===== src/rtl/src_pkt_mux_pkg.sv =====
// Shared types and constants for the packet mux: FSM states and header layout.
package src_pkt_mux_pkg;

    localparam int HDR_WORDS   = 2;
    localparam int HDR_IDX_CH  = 0;
    localparam int HDR_IDX_SEQ = 1;
    localparam int SEQ_W       = 8;
    localparam int CNT_W       = 16;

    typedef enum logic [1:0] {
        ST_IDLE,
        ST_HDR0,
        ST_HDR1,
        ST_PAYLOAD
    } state_e;

endpackage


===== src/rtl/src_pkt_mux_rr_pick.sv =====
// Combinational circular arbiter: first requester after 'last', wrapping around.
module rr_pick
    import src_pkt_mux_pkg::*;
#(
    parameter int CH_NUM = 4
) (
    input  logic [CH_NUM-1:0]         req,
    input  logic [$clog2(CH_NUM)-1:0] last,
    output logic [$clog2(CH_NUM)-1:0] grant_idx,
    output logic                      grant_vld
);

    localparam int CW = $clog2(CH_NUM);

    always_comb begin : search
        logic [CW:0] idx;
        grant_idx = '0;
        grant_vld = 1'b0;
        idx       = '0;
        // Scan farthest-first so the nearest requester after 'last' wins.
        for (int k = CH_NUM; k >= 1; k--) begin
            idx = {1'b0, last} + (CW+1)'(k);
            if (idx >= (CW+1)'(CH_NUM)) idx = idx - (CW+1)'(CH_NUM);
            if (req[idx[CW-1:0]]) begin
                grant_idx = idx[CW-1:0];
                grant_vld = 1'b1;
            end
        end
    end

endmodule


===== src/rtl/src_pkt_mux.sv =====
// Multiplexes CH_NUM byte streams into framed packets: [ch][seq][PKT_LEN payload words].
module src_pkt_mux
    import src_pkt_mux_pkg::*;
#(
    parameter int CH_NUM  = 4,
    parameter int DATA_W  = 8,
    parameter int PKT_LEN = 1024
) (
    input  logic                       sys_clk,
    input  logic                       sys_rst,
    input  logic                       mode,
    input  logic                       sel_step,
    input  logic [CH_NUM-1:0]          s_valid,
    input  logic [CH_NUM*DATA_W-1:0]   s_data,
    output logic [CH_NUM-1:0]          s_ready,
    output logic                       m_valid,
    output logic [DATA_W-1:0]          m_data,
    output logic                       m_sop,
    output logic                       m_eop,
    input  logic                       m_ready,
    output logic [$clog2(CH_NUM)-1:0]  cur_ch
);

    localparam int CW = $clog2(CH_NUM);
    localparam logic [CNT_W-1:0] LAST_BEAT = CNT_W'(PKT_LEN - 1);
    localparam logic [CW-1:0]    CH_MAX    = CW'(CH_NUM - 1);

    state_e                        state_q;
    logic [CW-1:0]                 ch_q;
    logic [CW-1:0]                 sel_ch_q;
    logic [CW-1:0]                 last_ch_q;
    logic [CNT_W-1:0]              cnt_q;
    logic [CH_NUM-1:0][SEQ_W-1:0]  seq_q;

    logic [CW-1:0]     grant_idx;
    logic              grant_vld;
    logic              ch_vld;
    logic [DATA_W-1:0] ch_data;
    logic              last_beat;
    logic              xfer;

    rr_pick #(.CH_NUM(CH_NUM)) u_rr_pick (
        .req       (s_valid),
        .last      (last_ch_q),
        .grant_idx (grant_idx),
        .grant_vld (grant_vld)
    );

    assign ch_vld    = s_valid[ch_q];
    assign ch_data   = s_data[int'(ch_q)*DATA_W +: DATA_W];
    assign last_beat = (cnt_q == LAST_BEAT);
    assign xfer      = m_valid & m_ready;
    assign cur_ch    = ch_q;

    // Headers come from registered state; payload is a zero-latency pass-through.
    always_comb begin
        m_valid = 1'b0;
        m_data  = '0;
        m_sop   = 1'b0;
        m_eop   = 1'b0;
        s_ready = '0;
        case (state_q)
            ST_HDR0: begin
                m_valid = 1'b1;
                m_sop   = 1'b1;
                m_data  = DATA_W'(ch_q);
            end
            ST_HDR1: begin
                m_valid = 1'b1;
                m_data  = DATA_W'(seq_q[ch_q]);
            end
            ST_PAYLOAD: begin
                m_valid       = ch_vld;
                m_data        = ch_data;
                m_eop         = last_beat;
                s_ready[ch_q] = m_ready;
            end
            default: ;
        endcase
    end

    always_ff @(posedge sys_clk) begin
        if (sys_rst) begin
            state_q   <= ST_IDLE;
            ch_q      <= '0;
            sel_ch_q  <= '0;
            last_ch_q <= CH_MAX;
            cnt_q     <= '0;
            seq_q     <= '0;
        end else begin
            if (sel_step) sel_ch_q <= (sel_ch_q == CH_MAX) ? '0 : sel_ch_q + CW'(1);
            case (state_q)
                ST_IDLE: begin
                    if (!mode && s_valid[sel_ch_q]) begin
                        ch_q    <= sel_ch_q;
                        state_q <= ST_HDR0;
                    end else if (mode && grant_vld) begin
                        ch_q    <= grant_idx;
                        state_q <= ST_HDR0;
                    end
                end
                ST_HDR0: if (m_ready) state_q <= ST_HDR1;
                ST_HDR1: if (m_ready) state_q <= ST_PAYLOAD;
                ST_PAYLOAD: begin
                    if (xfer) begin
                        if (last_beat) begin
                            cnt_q       <= '0;
                            seq_q[ch_q] <= seq_q[ch_q] + SEQ_W'(1);
                            last_ch_q   <= ch_q;
                            state_q     <= ST_IDLE;
                        end else begin
                            cnt_q <= cnt_q + CNT_W'(1);
                        end
                    end
                end
                default: state_q <= ST_IDLE;
            endcase
        end
    end

endmodule

===== config.mk =====
export PLATFORM = sky130hd
export DESIGN_NAME = src_pkt_mux
export DESIGN_NICKNAME = d
export VERILOG_FILES = /design/src/rtl/src_pkt_mux_pkg.sv /design/src/rtl/src_pkt_mux_rr_pick.sv /design/src/rtl/src_pkt_mux.sv
export SDC_FILE = /design/constraint.sdc
export NUM_CORES = 1
export LEC_CHECK = 0
export BUFFER_PORTS_ARGS = -buffer_cell sky130_fd_sc_hd__buf_4
export CORE_ASPECT_RATIO = 1.25
export CORE_UTILIZATION = 37
export DETAILED_ROUTE_END_ITERATION = 16
export GPL_TIMING_DRIVEN = 0
export PLACE_DENSITY = 0.63
export SYNTH_ARGS = -nofsm -noshare
export SYNTH_HDL_FRONTEND = slang
export SYNTH_HIERARCHICAL = 1
export SYNTH_SLANG_ARGS = --single-unit

===== constraint.sdc =====
create_clock -name sys_clk -period 2 [get_ports sys_clk]
set_input_delay 0.1 -clock sys_clk [delete_from_list [all_inputs] [get_ports sys_clk]]
set_output_delay 0.1 -clock sys_clk [all_outputs]
set_load 0.03 [all_outputs]

* Word-level counts from Yosys, hierarchy flattened
Cells that the tools add are included.
Word-level totals: flip-flop bits (word level) 56, input bits 41, output and inout bits 17
Operators by class: $add $sub $neg 11, order comparisons 11, equality and inequality tests 10, shift operators 1, mux-type cells 47, bitwise logic cells 2, reductions and logical operators 11
Operators by type and width (count):
- $mux 2 | 17
- $bwmux 32 | 1
- $shiftx 32x6->8 | 1
- $pmux 8 s3 | 1
- $lt 2x3->1 const B | 6
- $add 16x1->16 const B | 1
- $bmux 8 s2 | 1
- $demux 8 s2 | 1
- $eq 16x10->1 const B | 1
- $mux 16 | 1
- $mux 8 | 2
- $mux 1 | 13
- $bmux 1 s2 | 6
- $ge 3x3->1 const B | 4
- $add 8x1->8 const B | 1
- $ne 2x2->1 const B | 4
- $pmux 2 s4 | 1
- $sub 2x1->2 const B | 4
- $add 2x2->3 const B | 2
- $eq 2x2->1 const B | 3
- $reduce_and 5->1 | 1
- $and 4x4->4 | 1
- $mux 4 | 1
- $reduce_and 2->1 | 2
- other kinds (15) | 17

* Depth between registers and ports, before layout
Gate-level depths: netlist of run 1.
word-level depth 13, depth in mapped cells 10, gate-level depth less buffers 8

* Cells and area by module
The synthesis of run 1 kept the hierarchy.
Modules (own cells, without submodules):
- src_pkt_mux | times used 1, cells each 330, area each 3165.5 µm², sequential area each 1121.1 µm²
- rr_pick | times used 1, cells each 14, area each 91.3 µm², sequential area each 0.0 µm²

* Least setup slack after synthesis of run 1
No wires, ideal clock.
path type register to register, start reg ch_q[0], in the netlist cur_ch[0], end reg seq_q[10] (netlist name), library setup time 0.128 ns, data arrival time 2.526 ns, setup slack -0.653 ns, stages on the path, launching flop included 9, period minus slack after synthesis 2.653 ns, path through dfxtp_1 > buf_2 > buf_4 > inv_1 > nor3_1 > and3_1 > buf_2 > mux2i_1 > nor2_1
On the way: word-level cells in the longest chain between the ends 5
Ends and longest elaborated chain:
- start: declaration | line src_pkt_mux.sv:29 | logic [CW-1:0] ch_q;
- start signal: assignment | line src_pkt_mux.sv:95 | ch_q <= sel_ch_q;
- start signal: assignment | line src_pkt_mux.sv:98 | ch_q <= grant_idx;
- parallel branches: the longest is 5 deep, another holds $add 8x1->8
- end signal: indexed assignment | line src_pkt_mux.sv:108 | seq_q[ch_q] <= seq_q[ch_q] + SEQ_W'(1);
- end: declaration | line src_pkt_mux.sv:33 | logic [CH_NUM-1:0][SEQ_W-1:0] seq_q;
Several ways; the timed one is not identified. The select of a mux whose other input is x is not followed. A chain may end at the register's enable or synchronous reset.

* Worst setup path after layout of run 1
start reg cnt_q[1], end reg cnt_q[9]
On the way: word-level cells in the longest chain between the ends 2
Ends and longest elaborated chain:
- start: declaration | line src_pkt_mux.sv:32 | logic [CNT_W-1:0] cnt_q;
- start signal: assignment | line src_pkt_mux.sv:112 | cnt_q <= cnt_q + CNT_W'(1);
- $add 16x1->16 or $eq 16x10->1 (tied branches) | line src_pkt_mux.sv:112, src_pkt_mux.sv:51
- $mux 16 * | line src_pkt_mux.sv:106 | if (last_beat) begin
Mark *: on every way between the ends. The rest lies on a longest branch, timed or not.

==> flow_summary.toml, run 1 <==
[timing]
setup_tns_ns = -3.94
post-route-min-period_ns = 2.15
fmax_mhz = 464
fin_ws_ns = -0.154
holdWs_ns = 0.0329
finalMaxSlewViolations = 0
max-slew-margin-rel_pct = 54.8
final_hold_viol_count = 0
setup_viol = 40
rsz0062_at_grt = "true"
finalCritPeriodShare_pct = 108
worst_pin_slew_ns = 0.678
fin_skew_ns = 0.0117

[setup_path]
cp.required_ns = 2.22
critPathLaunchType = "flip-flop"
end_kind = "flip-flop"
critical_path.most_common_cell = "buf_6"
worstPathMaxFanout = 8
critPathTopFamily = "simple AND/OR/NAND/NOR gates"
ff2ff_path_depth = 8
r2r-end = "cnt_q[9]"
cp_slowest_cell = "or4b_4"
path_cells = "ha_4, nand4_1, or4b_4, or3_1, buf_6, o21bai_4, buf_6, nor2_2"
cp_num_buf_inv = 2
max_stage_delay_ns = 0.52
crit_arrival_ns = 2.38
r2r-start = "cnt_q[1]"
crit_type = "reg2reg"
rrSetupSlack_ns = -0.15

[grt]
grt.overflow.total = 0
antenna_found_initial = 0
grt.busiest_layer = "met2"
use_met2_pct = 38.2
grt_pass1_wl_mm = 15.2
grt_max_degree = 19
grt_use_met1_pct = 24.7
grt_pass1_vias = 3048
grt_usage_pct = 21.5
use_met3_pct = 4.16

[die]
coreArea_sq_um = 8380
start_util_pct = 38.9
die_h_um = 107
die_x_um = 85.9
boundaryPins = 58
die-area_sq_um = 9180
num_rows = 37

[power_and_ir_drop]
leakagePower_nw = 1.73
cellPowerDensity_nw_per_um2 = 800
ir_drop_v = 0.000621

[outcome]
violations = "setup timing"
status = "complete, but fails checks"

[placed_design]
placed_cell_area_sq_um = 3950
portBuffers = 57
gp_congestion = 0.823
dpl.hpwl_mm = 6.61

[routing]
via_per_inst = 5.42
firstDrtPassIters = 4
wl_per_cell_um = 17.4
ant_nets = 0
drtIter0Drc = 143
drt-total-wl_mm = 9.75
drc = 0
route.vias.total = 3030

[finish]
final_cell_area_sq_um = 4730
layout.nets = 490
insertedDiodeCount = 0
drive_gt1_share_pct = 47.3
synthToLayoutAreaGrowth_pct = 45.3

[min_path]
min-delay-start = "sel_step"
min_to = "sel_ch_q[1]"
min_delay_path_depth = 3
min_path_type = "in2reg"

[synth]
yosys_warnings = 6
syn-num-nets = 393
ys_types = 49
syn-cell-area_sq_um = 3260
synth-seq-area-share_pct = 34.4
synth_flop_cell = "dfxtp_1"
synthCells = 344
ys_seq_elements = 56
synth_edf_count = 0
synth_async_sr_flop_share_pct = 0
syn_area_per_cell_sq_um = 9.47

[cts]
root_buffer = "clkbuf_8"
cts_sinks = 56
clock_latency_ns = 0.33
h-tree-depth = 2
clkSlewWorstSetupHoldPaths_ns = 0.10
cts_tree = "built"
cts_buffers = 5
clock_path_buffers = 2

[run]
cap_violations = 0
-- cell usage in the layout, fill, tap and decap left out, types with 6 or more instances in the layout --
cell / instances
buf_6: 10
nand2_1: 8
and3_1: 9
nor2_2: 9
mux2i_1: 16
nor2_1: 54
xnor2_1: 7
buf_4: 84
a22oi_2: 6
mux4_2: 17
dfxtp_1: 46
xor2_1: 9
nand3_1: 12
a211oi_1: 20
-- registers in the layout, indices dropped and copies added, names as in the netlist --
register / flops
cnt_q: 16
seq_q: 32
cur_ch: 2
last_ch_q: 2
state_q: 2
sel_ch_q: 2
-- logic make-up (layout without fill, tap and decap cells) --
kind of cell | count (synthesis) | after routing | synth area share [%]
and+or+nand+nor | 141 | 141 | 21.8
muxes | 39 | 39 | 18.7
adders and majority gates | 8 | 8 | 3.07
DFF | 56 | 56 | 34.4
AOI/OAI and AO/OA | 50 | 50 | 12.2
xor gates and xnor gates | 21 | 21 | 5.65
buffers and inverters | 29 | 127 | 4.15
-- synth_stat cells (2+ instances only) --
cell	instances	area [sq um]
nand3_1	12	60.1
a21oi_1	5	25.0
a211oi_1	21	158
nand4_1	5	31.3
and3_1	13	81.3
buf_2	9	45.0
and3b_1	2	17.5
inv_1	9	33.8
mux2i_1	17	170
nor4b_1	2	17.5
clkbuf_1	6	22.5
dfxtp_1	56	1120
and2_1	2	12.5
a222oi_1	2	20.0
nor3_1	8	40.0
ha_1	8	100
a22oi_1	6	45.0
nor4_1	4	25.0
buf_4	2	15.0
xor2_1	13	114
xnor2_1	8	70.1
mux2_2	5	56.3
o21a_1	3	22.5
nand2_1	10	37.5
and4_1	3	26.3
nor4_2	3	37.5
mux4_2	17	383
nor2_1	67	251
nand2b_1	4	25.0
buf_1	2	7.51
a211o_1	2	17.5
-- worst max path at each step --
| stage | from | to | slack, ns | cells past startpoint |
|---|---|---|---|---|
| detailed placement | cur_ch[0] | seq_q[6] | -0.32 | 9 |
| floorplan | cnt_q[1] | last_ch_q[0] | -0.1 | 7 |
| global placement | cur_ch[0] | seq_q[6] | -0.30 | 9 |
| global route | cnt_q[15] | cnt_q[9] | -0.22 | 7 |
| CTS | cnt_q[15] | cnt_q[8] | -0.14 | 7 |
| finish | cnt_q[1] | cnt_q[9] | -0.15 | 8 |
-- metrics by stage --
| step | std cells | util, % | total power, mW | worst slack (ns) |
|---|---|---|---|---|
| 5_1_grt | 559 | 56.5 | 3.94 | -0.218 |
| 4_1_cts | 552 | 53.4 | 3.62 | -0.143 |
| 3_3_place_gp | 518 | 47.1 | 2.39 | -0.304 |
| 3_5_place_dp | 518 | 47.1 | 2.40 | -0.324 |
| 6_report | 559 | 56.5 | 3.79 | -0.154 |
| 2_1_floorplan | 344 | - | 2.05 | -0.100 |
-- routing by layer --
layer	part of all wire (%)	vias up	routed length, um
li1	-	1458	-
met1	41	1478	3990
met2	53	74	5160
met3	3.7	20	357
met4	2.5	0	242
met5	0	-	0
-- worst reg2reg max path: stages, from the launching register on --
cell	delay, ns
dfxtp_2	0.37
ha_4	0.14
nand4_1	0.11
or4b_4	0.52
or3_1	0.33
buf_6	0.16
o21bai_4	0.20
buf_6	0.18
nor2_2	0.05
-- repair_timing --
item                       4_1_cts  5_1_grt
cloned                           2        1
pin swaps                       25       16
setup buffers                   26        9
hold buffers                     0        0
gates resized for setup         46       60
setup endpoints to repair       60       61
-- layout make-up --
class                      instances  area (sq um)
buffer                            17           179
inverter                           9          45.0
timing repair buffer              93           744
sequential                        56          1150
fill                             705          3650
clock buffer                       6          93.8
tap                              117           146
clock inverter                     2          38.8
multi-input combinational        259          2340
-- where the power goes --
group	internal (mW)	switching, mW
logic	0.827	0.872
clock network	0.454	0.402
registers	1.16	0.0685
Note: power is estimated with default switching activity, not from simulation.
==> inputs of run 2 (changes only) <==
- GPL_TIMING_DRIVEN: 0 -> not set
- PLACE_DENSITY: 0.63 -> 0.62
==> run 2 against run 1 <==
  * The flow still finishes with violations (setup timing)
  * Core utilization up 2.9 points
  * Sequential cell count unchanged
  * First-iteration DRC count up 63%
  * Via count up 7.1%
  * Cell area up 5.1%
  * Sequential share of layout area down 1.3 points
  * Final cell count up 5.7%
  * Clock power down 8.8%
  * Critical endpoint is now last_ch_q[1]
  * Largest power group unchanged
  * Highest routed layer unchanged
==> flow_summary.toml, run 2 (synthesis gave the netlist of run 1 again) <==
[die]
die_x_um = 85.9
die_h_um = 107
num_rows = 37
boundaryPins = 58
die-area_sq_um = 9180
coreArea_sq_um = 8380
start_util_pct = 38.9

[setup_path]
cp.required_ns = 2.21
cp_slowest_cell = "or4b_4"
max_stage_delay_ns = 0.54
crit_arrival_ns = 2.38
worstPathMaxFanout = 8
end_kind = "flip-flop"
crit_type = "reg2reg"
path_cells = "ha_4, nand4_1, or4b_4, or3_1, buf_6, o21a_1, a211o_1"
critPathLaunchType = "flip-flop"

[placed_design]
placed_cell_area_sq_um = 4310
dp.cells = 553
portBuffers = 57
dp_slack_ns = -0.233
gp_congestion = 0.830
dpl.hpwl_mm = 6.50

[cts]
clock_path_buffers = 2
cts_tree = "built"
cts_buffers = 5
cts_hold_buffers = 0
h-tree-depth = 2
clkSlewWorstSetupHoldPaths_ns = 0.11
root_buffer = "clkbuf_8"
clock_latency_ns = 0.31
cts_sinks = 56

[power_and_ir_drop]
comb_power_share_pct = 49.2
p_clk_share_pct = 19.7
power_mw = 3.96
cellInternalPower_mw = 2.57
p_switching_mw = 1.39
cellPowerDensity_nw_per_um2 = 796
p_sw_share_pct = 35.1
ir_drop_v = 0.000586
leakagePower_nw = 1.89
pwr-share-seq_pct = 31.0

[finish]
largest_register = "seq_q"
drive_gt1_share_pct = 50.8
synthToLayoutAreaGrowth_pct = 52.7
layout_commonest_cell = "buf_4"
stdcell_count = 591
top_regs = "seq_q: 32 flops, cnt_q: 16 flops"
layout.nets = 522
insertedDiodeCount = 0
final_cell_mix = "buf_4 (114), nor2_1 (64), dfxtp_1 (50)"
final_cell_area_sq_um = 4970
largest_reg_flops = 32

[routing]
wl_per_cell_um = 17.0
firstDrtPassIters = 4
drt-total-wl_mm = 10.1
drc = 0
route.vias.total = 3244
ant_nets = 0
drtIter0Drc = 233
via_per_inst = 5.49

[timing]
finalCritPeriodShare_pct = 108
fin_ws_ns = -0.169
rsz0062_at_grt = "true"
setup_viol = 38
max-slew-margin-rel_pct = 68.0
finalMaxSlewViolations = 0
holdWs_ns = 0.0460
fin_skew_ns = 0.00436
worst_pin_slew_ns = 0.480
fmax_mhz = 461
final_hold_viol_count = 0
post-route-min-period_ns = 2.17

[outcome]
status = "complete, but fails checks"
violations = "setup timing"

[run]
cap_violations = 0

[grt]
grt_max_degree = 42
grt_pass1_vias = 3180
grt_usage_pct = 20.9
grt_pass1_wl_mm = 15.1
grt.overflow.total = 0
antenna_found_initial = 0

[min_path]
min_path_type = "in2reg"
## run 2: cell types whose count changed in the layout (fill, tap and decap cells not counted), moves of 4 or more
cell      previous run  this run
a211oi_1            20        15
a211oi_2             1         6
buf_4               84       114
buf_6               10        19
clkbuf_1             4         0
dfxtp_1             46        50
nor2_1              54        64
nor2_2               9         1
## run 2: path summary, 6_finish.rpt
| kind | start | endpoint | slack [ns] | cells after the start |
|---|---|---|---|---|
| setup / recovery | cnt_q[0] | last_ch_q[1] | -0.17 | 7 |
| hold reg to reg | seq_q[11] | seq_q[11] | 0.51 | 2 |
| setup reg to reg | cnt_q[0] | last_ch_q[1] | -0.17 | 7 |
| hold / removal | sel_step | sel_ch_q[1] | 0.05 | 3 |
## run 2: layer usage
metal | vias to the layer above | track usage, % | share of wire, %
met2 | 94 | 38.3 | 53
met3 | 13 | 3.23 | 4.9
met4 | 0 | 6.67 | 1.7
li1 | 1533 | - | -
met1 | 1604 | 24.7 | 40
met5 | - | 0 | 0
## run 2: cell type report
type	instances	area [sq um]
sequential	56	1140
fill	705	3400
clock buffer	5	68.8
tap	117	146
timing repair buffer	138	1170
clock inverter	3	45.0
multi-input combinational	263	2350
inverter	9	50.0
## run 2: timing repair
| item | 4_1_cts | 5_1_grt |
|---|---|---|
| buffers inserted | 17 | 16 |
| cloned | 1 | 5 |
| gates resized for setup | 41 | 45 |
| setup endpoints to repair | 61 | 62 |
| pin swaps | 12 | 24 |
## run 2: metrics by stage
stage	utilization, %	setup TNS (ns)
2_1_floorplan	-	-2.12
3_3_place_gp	51.4	-5.09
3_5_place_dp	51.4	-6.31
4_1_cts	56.7	-2.32
5_1_grt	59.4	-7.43
6_report	59.4	-3.83
## run 2: critical path, delay by kind of cell, from the launching register on
kind / cells / cell delay, ns
DFF: 1 / 0.37
and+or+nand+nor: 3 / 1.00
buffers and inverters: 1 / 0.17
adders and majority gates: 1 / 0.13
AOI/OAI and AO/OA: 2 / 0.39
## run 2: power by group through the flow
stage | clock, mW | combinational, mW | sequential [mW]
after floorplan | 0 | 0.830 | 1.22
after global placement | 0 | 1.30 | 1.28
after detailed placement | 0 | 1.32 | 1.28
after CTS | 0.793 | 1.65 | 1.22
after global routing | 0.830 | 2.08 | 1.23
final | 0.781 | 1.95 | 1.23
==> inputs of run 3 (changes only) <==
- RECOVER_POWER: not set -> 100
- REMOVE_ABC_BUFFERS: not set -> 1
==> run 3 against run 2 <==
  * The run still ends with setup timing left
  * Sequential power is 3% lower
  * Clock skew grew 0.0070 ns
  * Sequential share of layout area is 0.37 points higher
  * Sequential cell count unchanged
  * Cell area is 2.2% lower
  * Critical path depth rose by 1
  * Fmax grew 2.8%
  * Largest power group unchanged
  * Core utilization down 1.3 points
  * Routed wire length down 6.8%
==> flow_summary.toml, run 3 (synthesis gave the netlist of run 1 again) <==
[finish]
layout_commonest_cell = "buf_4"
largest_reg_flops = 32
insertedDiodeCount = 0
nFillCells = 724
synthToLayoutAreaGrowth_pct = 49.3
final_cell_mix = "buf_4 (118), nor2_1 (67), dfxtp_1 (48)"
layout.nets = 525
final_util_pct = 58.0
drive_gt1_share_pct = 47.8
top_regs = "seq_q: 32 flops, cnt_q: 16 flops"
largest_register = "seq_q"

[power_and_ir_drop]
leakagePower_nw = 1.92
comb_power_share_pct = 50.0
pwr-share-seq_pct = 32.6
p_switching_mw = 1.28
cellPowerDensity_nw_per_um2 = 749
p_clk_share_pct = 17.4
ir_drop_v = 0.000398
p_sw_share_pct = 35.2
cellInternalPower_mw = 2.36

[outcome]
status = "complete, but fails checks"
violations = "setup timing"

[timing]
post-route-min-period_ns = 2.11
max-slew-margin-rel_pct = 61.9
setup_viol = 40
worst_pin_slew_ns = 0.571
finalMaxSlewViolations = 0
rsz0062_at_grt = "true"
fin_skew_ns = 0.0113
final_hold_viol_count = 0
fmax_mhz = 474
finalCritPeriodShare_pct = 106
fin_ws_ns = -0.110

[die]
die_h_um = 107
boundaryPins = 58
start_util_pct = 38.9
num_rows = 37
die-area_sq_um = 9180
coreArea_sq_um = 8380
die_x_um = 85.9

[routing]
drt-total-wl_mm = 9.37
wl_per_cell_um = 15.8
ant_nets = 0
via_per_inst = 5.27
drtIter0Drc = 125
firstDrtPassIters = 6
drc = 0
route.vias.total = 3129

[setup_path]
worstPathMaxFanout = 4
end_kind = "primary output"
cp-startpoint = "cur_ch[1]"
critical_path.most_common_cell = "buf_4"
crit_type = "reg2out"
max_stage_delay_ns = 0.34
cp.required_ns = 1.90
r2r-start = "cnt_q[0]"
critPathLaunchType = "flip-flop"
cp_slowest_cell = "dfxtp_2"
crit_arrival_ns = 2.01
path_cells = "buf_6, buf_4, buf_4, mux4_2, buf_6, a222oi_1, nor2_1, buf_4"

[min_path]
min_path_type = "in2reg"
min-delay-start = "sel_step"

[cts]
cts_tree = "built"
cts_buffers = 5
cts_sinks = 56
clock_latency_ns = 0.31
clock_path_buffers = 2
cts_hold_buffers = 0
root_buffer = "clkbuf_8"
clkSlewWorstSetupHoldPaths_ns = 0.09
h-tree-depth = 2

[placed_design]
dpl.hpwl_mm = 6.51
dp_slack_ns = -0.260
gp_congestion = 0.881
portBuffers = 57

[grt]
grt_max_degree = 42
grt_pass1_wl_mm = 14.8
antenna_found_initial = 0
grt_usage_pct = 20.3
grt.overflow.total = 0
grt_pass1_vias = 3161

[run]
cap_violations = 0
==> run 3: path summary, 6_finish.rpt <==
kind / to / cells past startpoint / slack (ns)
worst min-delay path: sel_ch_q[1] / 3 / 0.05
worst max-delay path: m_data[1] / 8 / -0.11
worst max register to register: last_ch_q[1] / 6 / -0.11
worst min register to register: seq_q[10] / 2 / 0.50
==> run 3: power groups by stage <==
stage	logic (mW)	clock network [mW]	registers, mW
6_report	1.82	0.634	1.19
3_5_place_dp	1.39	0	1.20
2_1_floorplan	0.644	0	1.29
3_3_place_gp	1.38	0	1.20
4_1_cts	1.71	0.658	1.19
5_1_grt	1.96	0.700	1.19
==> run 3: cell type report <==
type	count	area [sq um]	area share, %
flip-flops and latches	56	1130	23.3
inverters	9	36.3	0.746
multi-input cells	261	2270	46.8
repair buffers	143	1180	24.4
clock inverters	3	21.3	0.437
well taps	117	146	3.01
clock buffers	5	68.8	1.41
==> run 3: critical path: cells and delay by family (launching register included) <==
| kind | cells | cell delay [ns] |
|---|---|---|
| AOI/OAI and AO/OA | 1 | 0.27 |
| buffers and inverters | 5 | 0.70 |
| DFF | 1 | 0.34 |
| muxes | 1 | 0.33 |
| and+or+nand+nor | 1 | 0.07 |
==> run 3: stage by stage <==
stage	cells	hold slack [ns]	TNS (ns)	total power, mW	area [sq um]
after floorplan	324	0.169	-44.29	1.93	3160
after global placement	560	0.362	-7.31	2.58	4230
after detailed placement	560	0.364	-9.30	2.59	4230
after CTS	587	0.0365	-2.77	3.55	4650
after global routing	594	0.0660	-6.89	3.85	4860
final	594	0.0452	-1.74	3.64	4860
==> run 3: metal layers <==
metal	track usage (%)	wire [um]	vias up
met3	3.16	430	27
met2	37.4	4690	95
met5	0	0	-
li1	-	-	1526
met1	23.5	3880	1481
met4	6.90	375	0
==> run 3: what timing repair did <==
| item | 4_1_cts | 5_1_grt |
|---|---|---|
| endpoints found under the hold margin | 0 | 0 |
| pin swaps | 17 | 12 |
| endpoints found under the setup margin | 61 | 63 |
| gates resized for setup | 46 | 33 |
| buffers inserted | 19 | 5 |
| cloned | 1 | 3 |
